--- config.mk ---
export PLATFORM = sky130hd
export DESIGN_NAME = mem_arbiter
export DESIGN_NICKNAME = d
export VERILOG_FILES = /design/src/rtl/mem_arbiter.sv
export SDC_FILE = /design/constraint.sdc
export NUM_CORES = 1
export LEC_CHECK = 0
export ABC_AREA = 1
export CAP_MARGIN = 10
export CORE_AREA = 2 2 104 106
export DETAILED_ROUTE_END_ITERATION = 10
export DIE_AREA = 0 0 106 108
export PLACE_DENSITY = 0.66
export SYNTH_ARGS = -nofsm -noshare
export SYNTH_HDL_FRONTEND = slang
export SYNTH_SLANG_ARGS = --single-unit
--- constraint.sdc ---
create_clock -name CLK -period 1.75 [get_ports CLK]
set_clock_uncertainty 0.2 [all_clocks]
set_input_delay 0.35 -clock CLK [delete_from_list [all_inputs] [get_ports CLK]]
set_output_delay 0.35 -clock CLK [all_outputs]
set_load 0.01 [all_outputs]
--- src/rtl/mem_arbiter.sv ---
`default_nettype none
// ============================================================================
// Module   : mem_arbiter
// Purpose  : Shares one single-ported RAM between icache and dcache; dcache
//            has priority, a starvation counter guarantees fetch progress.
// Revision : 1.0
// ============================================================================
module mem_arbiter #(
    parameter int STARVE_MAX = 4,
    parameter int WORD_W     = 32
) (
    input  logic              CLK,
    input  logic              nRST,
    input  logic              iREN,
    input  logic [WORD_W-1:0] iaddr,
    output logic [WORD_W-1:0] iload,
    output logic              iwait,
    input  logic              dREN,
    input  logic              dWEN,
    input  logic [WORD_W-1:0] daddr,
    input  logic [WORD_W-1:0] dstore,
    output logic [WORD_W-1:0] dload,
    output logic              dwait,
    output logic              ramREN,
    output logic              ramWEN,
    output logic [WORD_W-1:0] ramaddr,
    output logic [WORD_W-1:0] ramstore,
    input  logic [WORD_W-1:0] ramload,
    input  logic [1:0]        ramstate
);

    localparam logic [1:0] c_RAM_ACCESS = 2'd2;
    localparam logic [3:0] c_STARVE_MAX = 4'(STARVE_MAX);

    typedef enum logic [1:0] {
        IDLE   = 2'd0,
        IGRANT = 2'd1,
        DGRANT = 2'd2
    } state_t;

    state_t     r_state;
    logic [3:0] r_starve_cnt;

    logic w_dreq;
    logic w_access;
    logic w_starved;

    assign w_dreq    = dREN | dWEN;
    assign w_access  = (ramstate == c_RAM_ACCESS);
    assign w_starved = (r_starve_cnt >= c_STARVE_MAX);

    always_ff @(posedge CLK or negedge nRST) begin
        if (!nRST) begin
            r_state      <= IDLE;
            r_starve_cnt <= 4'd0;
        end else begin
            case (r_state)
                IDLE: begin
                    if (!iREN)
                        r_starve_cnt <= 4'd0;
                    if (iREN && w_starved)
                        r_state <= IGRANT;
                    else if (w_dreq)
                        r_state <= DGRANT;
                    else if (iREN)
                        r_state <= IGRANT;
                end
                IGRANT: begin
                    if (!iREN) begin
                        r_state <= IDLE;
                    end else if (w_access) begin
                        r_state      <= IDLE;
                        r_starve_cnt <= 4'd0;
                    end
                end
                DGRANT: begin
                    if (!w_dreq) begin
                        r_state <= IDLE;
                    end else if (w_access) begin
                        r_state <= IDLE;
                        // Count only dcache wins that actually delayed a fetch
                        if (iREN && !w_starved)
                            r_starve_cnt <= r_starve_cnt + 4'd1;
                    end
                end
                default: r_state <= IDLE;
            endcase
        end
    end

    always_comb begin
        ramREN   = 1'b0;
        ramWEN   = 1'b0;
        ramaddr  = '0;
        ramstore = '0;
        iload    = '0;
        dload    = '0;
        iwait    = 1'b1;
        dwait    = 1'b1;
        case (r_state)
            IGRANT: begin
                ramREN  = iREN;
                ramaddr = iaddr;
                iload   = ramload;
                iwait   = ~(iREN & w_access);
            end
            DGRANT: begin
                // A write wins over a simultaneous read request
                ramWEN   = dWEN;
                ramREN   = dREN & ~dWEN;
                ramaddr  = daddr;
                ramstore = dstore;
                dload    = ramload;
                dwait    = ~(w_dreq & w_access);
            end
            default: begin
                ramREN = 1'b0;
            end
        endcase
    end

endmodule
`default_nettype wire

## After elaboration in Yosys (flattened, before gate mapping)

Index checks and enable logic that the tools add are counted.
W data, S select, Z words.

- Add/subtract/negate cells: 1
- $mul: 0
- Divide/modulo/power cells: 0
- $lt $le $gt $ge: 1
- Equality and inequality tests: 10
- Shift-type cells: 0
- Multiplexer cells: 22
- Bitwise logic cells: 7
- Reduce and logical (&&, ||, !) cells: 6

Operator list:

| kind | number |
|---|---|
| $mux W32 | 3 |
| $pmux W32 S2 | 1 |
| $mux W4 | 6 |
| $mux W2 | 6 |
| $ne A2 B2 Y1 const B | 6 |
| $pmux W4 S3 | 1 |
| $reduce_and A7 Y1 | 1 |
| $pmux W2 S3 | 1 |
| $add A4 B1 Y4 const B | 1 |
| $eq A2 B2 Y1 const B | 2 |
| $ge A4 B3 Y1 const B | 1 |
| $ne A4 B4 Y1 const B | 1 |
| $and A1 B1 Y1 | 3 |
| $mux W1 | 3 |
| $not A1 Y1 | 3 |
| $reduce_bool A3 Y1 | 1 |
| $eq A2 B1 Y1 const B | 1 |
| $logic_and A1 B1 Y1 | 2 |
| $logic_not A2 Y1 | 1 |
| $pmux W1 S2 | 1 |
| $logic_not A1 Y1 | 1 |
| $or A1 B1 Y1 | 1 |

- Bits in registers: 6
- Latch bits: 0
- Memory bits (writable): 0
- Memory bits (read-only): 0
- Memories: 0

## Logic depth before layout (Yosys ltp)

- Word-level depth: 7
- Depth in mapped cells: 9
- Gate-level depth less buffers: 8

## Least setup slack after synthesis

Ideal clock, no wire load.

- Path type: flip-flop to output port
- From: register r_state[0]
- To: output port ramREN
- Data arrival time: 1.242 ns
- Required time: 1.200 ns
- Setup slack: -0.042 ns
- Cell stages (with the launch flop): 6
- Buffers on the path: 1
- Cells stage by stage: dfrtp_1 > inv_1 > ha_1 > inv_1 > buf_1 > a21oi_1

- Word-level cells in the longest chain between the ends: 2

RTL lines:

| item | RTL line | text |
|---|---|---|
| from (decl) | 41 | `state_t r_state;` |
| from (signal assigned) | 54 | `r_state <= IDLE;` |
| from (signal assigned) | 62 | `r_state <= IGRANT;` |
| from (signal assigned) | 64 | `r_state <= DGRANT;` |
| $eq A2 B2 Y1 / $eq A2 B1 Y1 (equally long branches) | 100 | `case (r_state)` |
| $pmux W1 S2 * | 100 |  |
| to (decl) | 24 | `output logic ramREN,` |

Mark *: on every way between the ends. The rest lies on a longest branch, timed or not.

## Worst setup path in the final report

- From: register r_state[1]
- To: output port dload[15]

- Word-level cells in the longest chain between the ends: 2

RTL lines:

| item | RTL line | text |
|---|---|---|
| $eq A2 B2 Y1 | 100 |  |
| $mux W32 | 100 |  |
| to (decl) | 22 | `output logic [WORD_W-1:0] dload,` |

Every way passes these cells.

==> summary.txt <==
STA
  • Max_slew headroom: around four fifths
  • Final Max Tran Viols: 0
  • Setup violators final: roughly 140
  • RSZ-0062 raised after global routing: true
  • Final hold violation count: 0
  • Crit share post-route: 122%
  • Final WS setup: -389 ps
  • Least-Margin Pin Slew: 283 ps
  • Setup TNS: -39840 ps
  • F_max: 468 MHz
  • Tmin final: between 2000 and 2500 ps

Global routing
  • Number of global-route vias before repair: between 3000 and 4000
  • First-pass GRT wire length: 17.4 mm
  • Met3 usage: about 3.3%
  • Initial antenna violation count: 0
  • Total gr overflow: 0
  • Largest net degree at the start of global routing: 15
  • Met2 Usage GRT: a little under two fifths
  • Gr busiest metal: met2
  • Overall global routing resource usage: a little under a fifth
  • Met1 usage: between 20% and 30%

Detailed routing
  • DR vias/cell: just over 4
  • Per-cell routed wire length: between 10 and 15 um
  • Drt pass-1 iters: 4
  • Drt total wl: ~13 mm
  • Remaining DRCs: 0
  • Initial DRC count: between 150 and 200
  • Vias after detailed routing: roughly 3600
  • Final ANT Viol Nets: 0

Power and ir drop
  • Clock power frac: ~2.2%
  • P_int: ~4900 uW
  • Seq pwr share: about 2.4%
  • VDD IR-drop max: 693 uV
  • Combinational Power Share: 95.3%
  • PD cells: 1440 nW/um^2
  • Leakage: roughly 0.0036 uW
  • Switching Share: about 45%
  • Psw: 4050 uW

Clocking
  • Worst-path clk slew: ~40 ps
  • Clock buffer depth: 2
  • H-tree depth: 1
  • Sink Count: 6
  • Number of buffers created by CTS: 3
  • CTS tree: done
  • Hold_buf cts: 0
  • Root Buffer: clkbuf_8
  • Worst-Skew Late Latency: about 220 ps

Synth
  • Sequential fraction of the synthesis area: 8.50%
  • #FFs+latches synth: 6
  • Mapped Area: around 1800 sq um
  • Yosys warns: 0
  • Synth unique cells: 14
  • Mapped Nets: around 530
  • Mean Syn Cell Area: between 4 and 5 sq um
  • Post-synthesis cell count: between 300 and 400

Worst setup path
  • Crit Path Max Fanout: 8
  • Worst EP required: between 1000 and 1500 ps
  • Critical-path top delay cell: dfrtp_1
  • CP max stage delay: roughly 400 ps
  • Crit end category: primary output
  • Crit start category: flip-flop
  • Setup CP Type: reg2out
  • CP Cell Sequence: buf_6, ha_4, buf_6, buf_12, buf_12, nand2_2, inv_1, buf_2
  • Delay-heaviest family, CP: buffers and inverters
  • WP buf/inv: 6
  • CP arrival: 1590 ps

Cells and area
  • Share of layout cells above drive strength 1: between 60 and 70%
  • P&R area growth vs syn: 252%
  • Ant. Diodes: 0
  • Post-route cell area: just over 6000 sq um
  • Most common cell after layout, fill and taps aside: clkdlybuf4s50_1
  • Most frequent cells in the layout: 134 x clkdlybuf4s50_1, 107 x buf_6, 74 x nand2_1, 73 x nand2_2, 66 x buf_2
  • Fin nets: 868

Placed design
  • GPL Wtd Cong: 0.862
  • Port Buf Inserts: ~270
  • Pre-CTS WS: -573 ps
  • Post-DP HPWL: 8.26 mm
  • DP Area: around 4900 sq um

Run status
  • Status: finished with violations
  • Failing checks: setup timing

Die
  • Area of the core: roughly 10000 sq um
  • IO Pins: between 200 and 300
  • Die area: about 11000 sq um
  • Vert. Die Dim: approximately 110 um
  • Die Wd: 106 um
  • Row cnt: 37
  • Initial Util: 17.3%

Job
  • Max-cap viol count: 0

Min path
  • Worst hold path type: in2async
==> kinds of logic (layout without fill, tap and decap cells) <==
group | count (synthesis) | count (layout) | share of synthesized area, %
simple gates | 206 | 206 | 45.1
compound gates | 37 | 37 | 10.5
fa+ha+maj | 6 | 6 | 4.25
buf+inv | 135 | 470 | 31.7
flops | 6 | 6 | 8.50
==> sequential cells by signal, indices dropped and copies added (netlist names) <==
signal / cells
r_starve_cnt: 4
r_state: 2
==> worst register-to-register path: stages (launching register included) <==
cell     delay (ps)
dfrtp_1         400
buf_6           130
ha_4            180
buf_6           140
buf_12          150
buf_6           120
buf_6           110
inv_4            50
nand2_4          60
nand2_4          80
nand3_4          90
nand2_1          60
nand2_1          50
==> power groups by stage <==
stage | clock (uW) | sequential [uW] | combinational, uW
3_5_place_dp | 0 | 211 | 5290
2_1_floorplan | 0 | 217 | 2390
5_1_grt | 221 | 220 | 9040
6_report | 200 | 219 | 8530
3_3_place_gp | 0 | 207 | 5240
4_1_cts | 207 | 216 | 6980
==> layout make-up <==
class	count	area (sq um)
timing repair buffer	353	3660
clock buffer	3	41.3
sequential	6	150
tap	136	170
inverter	114	445
fill	880	4000
multi-input combinational	249	1760
==> synth_stat cells <==
cell / instances / area [sq um]
nand3_1: 8 / 40.0
buf_6: 2 / 22.5
ha_1: 6 / 75.1
nor2_1: 6 / 22.5
nand2_1: 188 / 706
a21oi_1: 37 / 185
dfrtp_1: 6 / 150
nand3_2: 1 / 10.0
nand2_2: 1 / 6.26
buf_4: 7 / 52.6
buf_2: 9 / 45.0
inv_1: 114 / 428
buf_1: 3 / 11.3
nand4_1: 2 / 12.5
==> timing repair <==
action	CTS	global route
gates cloned	13	3
buffers inserted	31	16
resized for setup	671	247
endpoints found under the setup margin	136	138
pin swaps	11	21
==> metrics by stage <==
stage / hold WS (ps) / total power (uW) / util [%] / std cells
after CTS: 188 / 7400 / 52.4 / 847
final: 180 / 8950 / 60.9 / 861
after global routing: 204 / 9480 / 60.9 / 861
after global placement: 260 / 5450 / 47.5 / 801
after floorplan: -146 / 2610 / - / 390
after detailed placement: 276 / 5510 / 47.5 / 801
==> layer usage <==
layer | vias up | wire length (um)
met5 | - | 0
met2 | 160 | 6770
met3 | 8 | 782
met1 | 1630 | 4930
met4 | 0 | 91
li1 | 1780 | -
==> worst paths after layout <==
check | startpoint | endpoint | slack [ps] | cells after the start
hold reg to reg | r_starve_cnt[1] | r_starve_cnt[1] | 290 | 2
setup reg to reg | r_state[1] | r_starve_cnt[0] | -180 | 12
max in group asynchronous | nRST | r_state[0] | 950 | 1
min in group CLK | r_starve_cnt[1] | r_starve_cnt[1] | 290 | 2
hold / removal | nRST | r_starve_cnt[1] | 180 | 1
setup / recovery | r_state[1] | dload[15] | -390 | 8
Note: power is estimated with default switching activity, not from simulation.
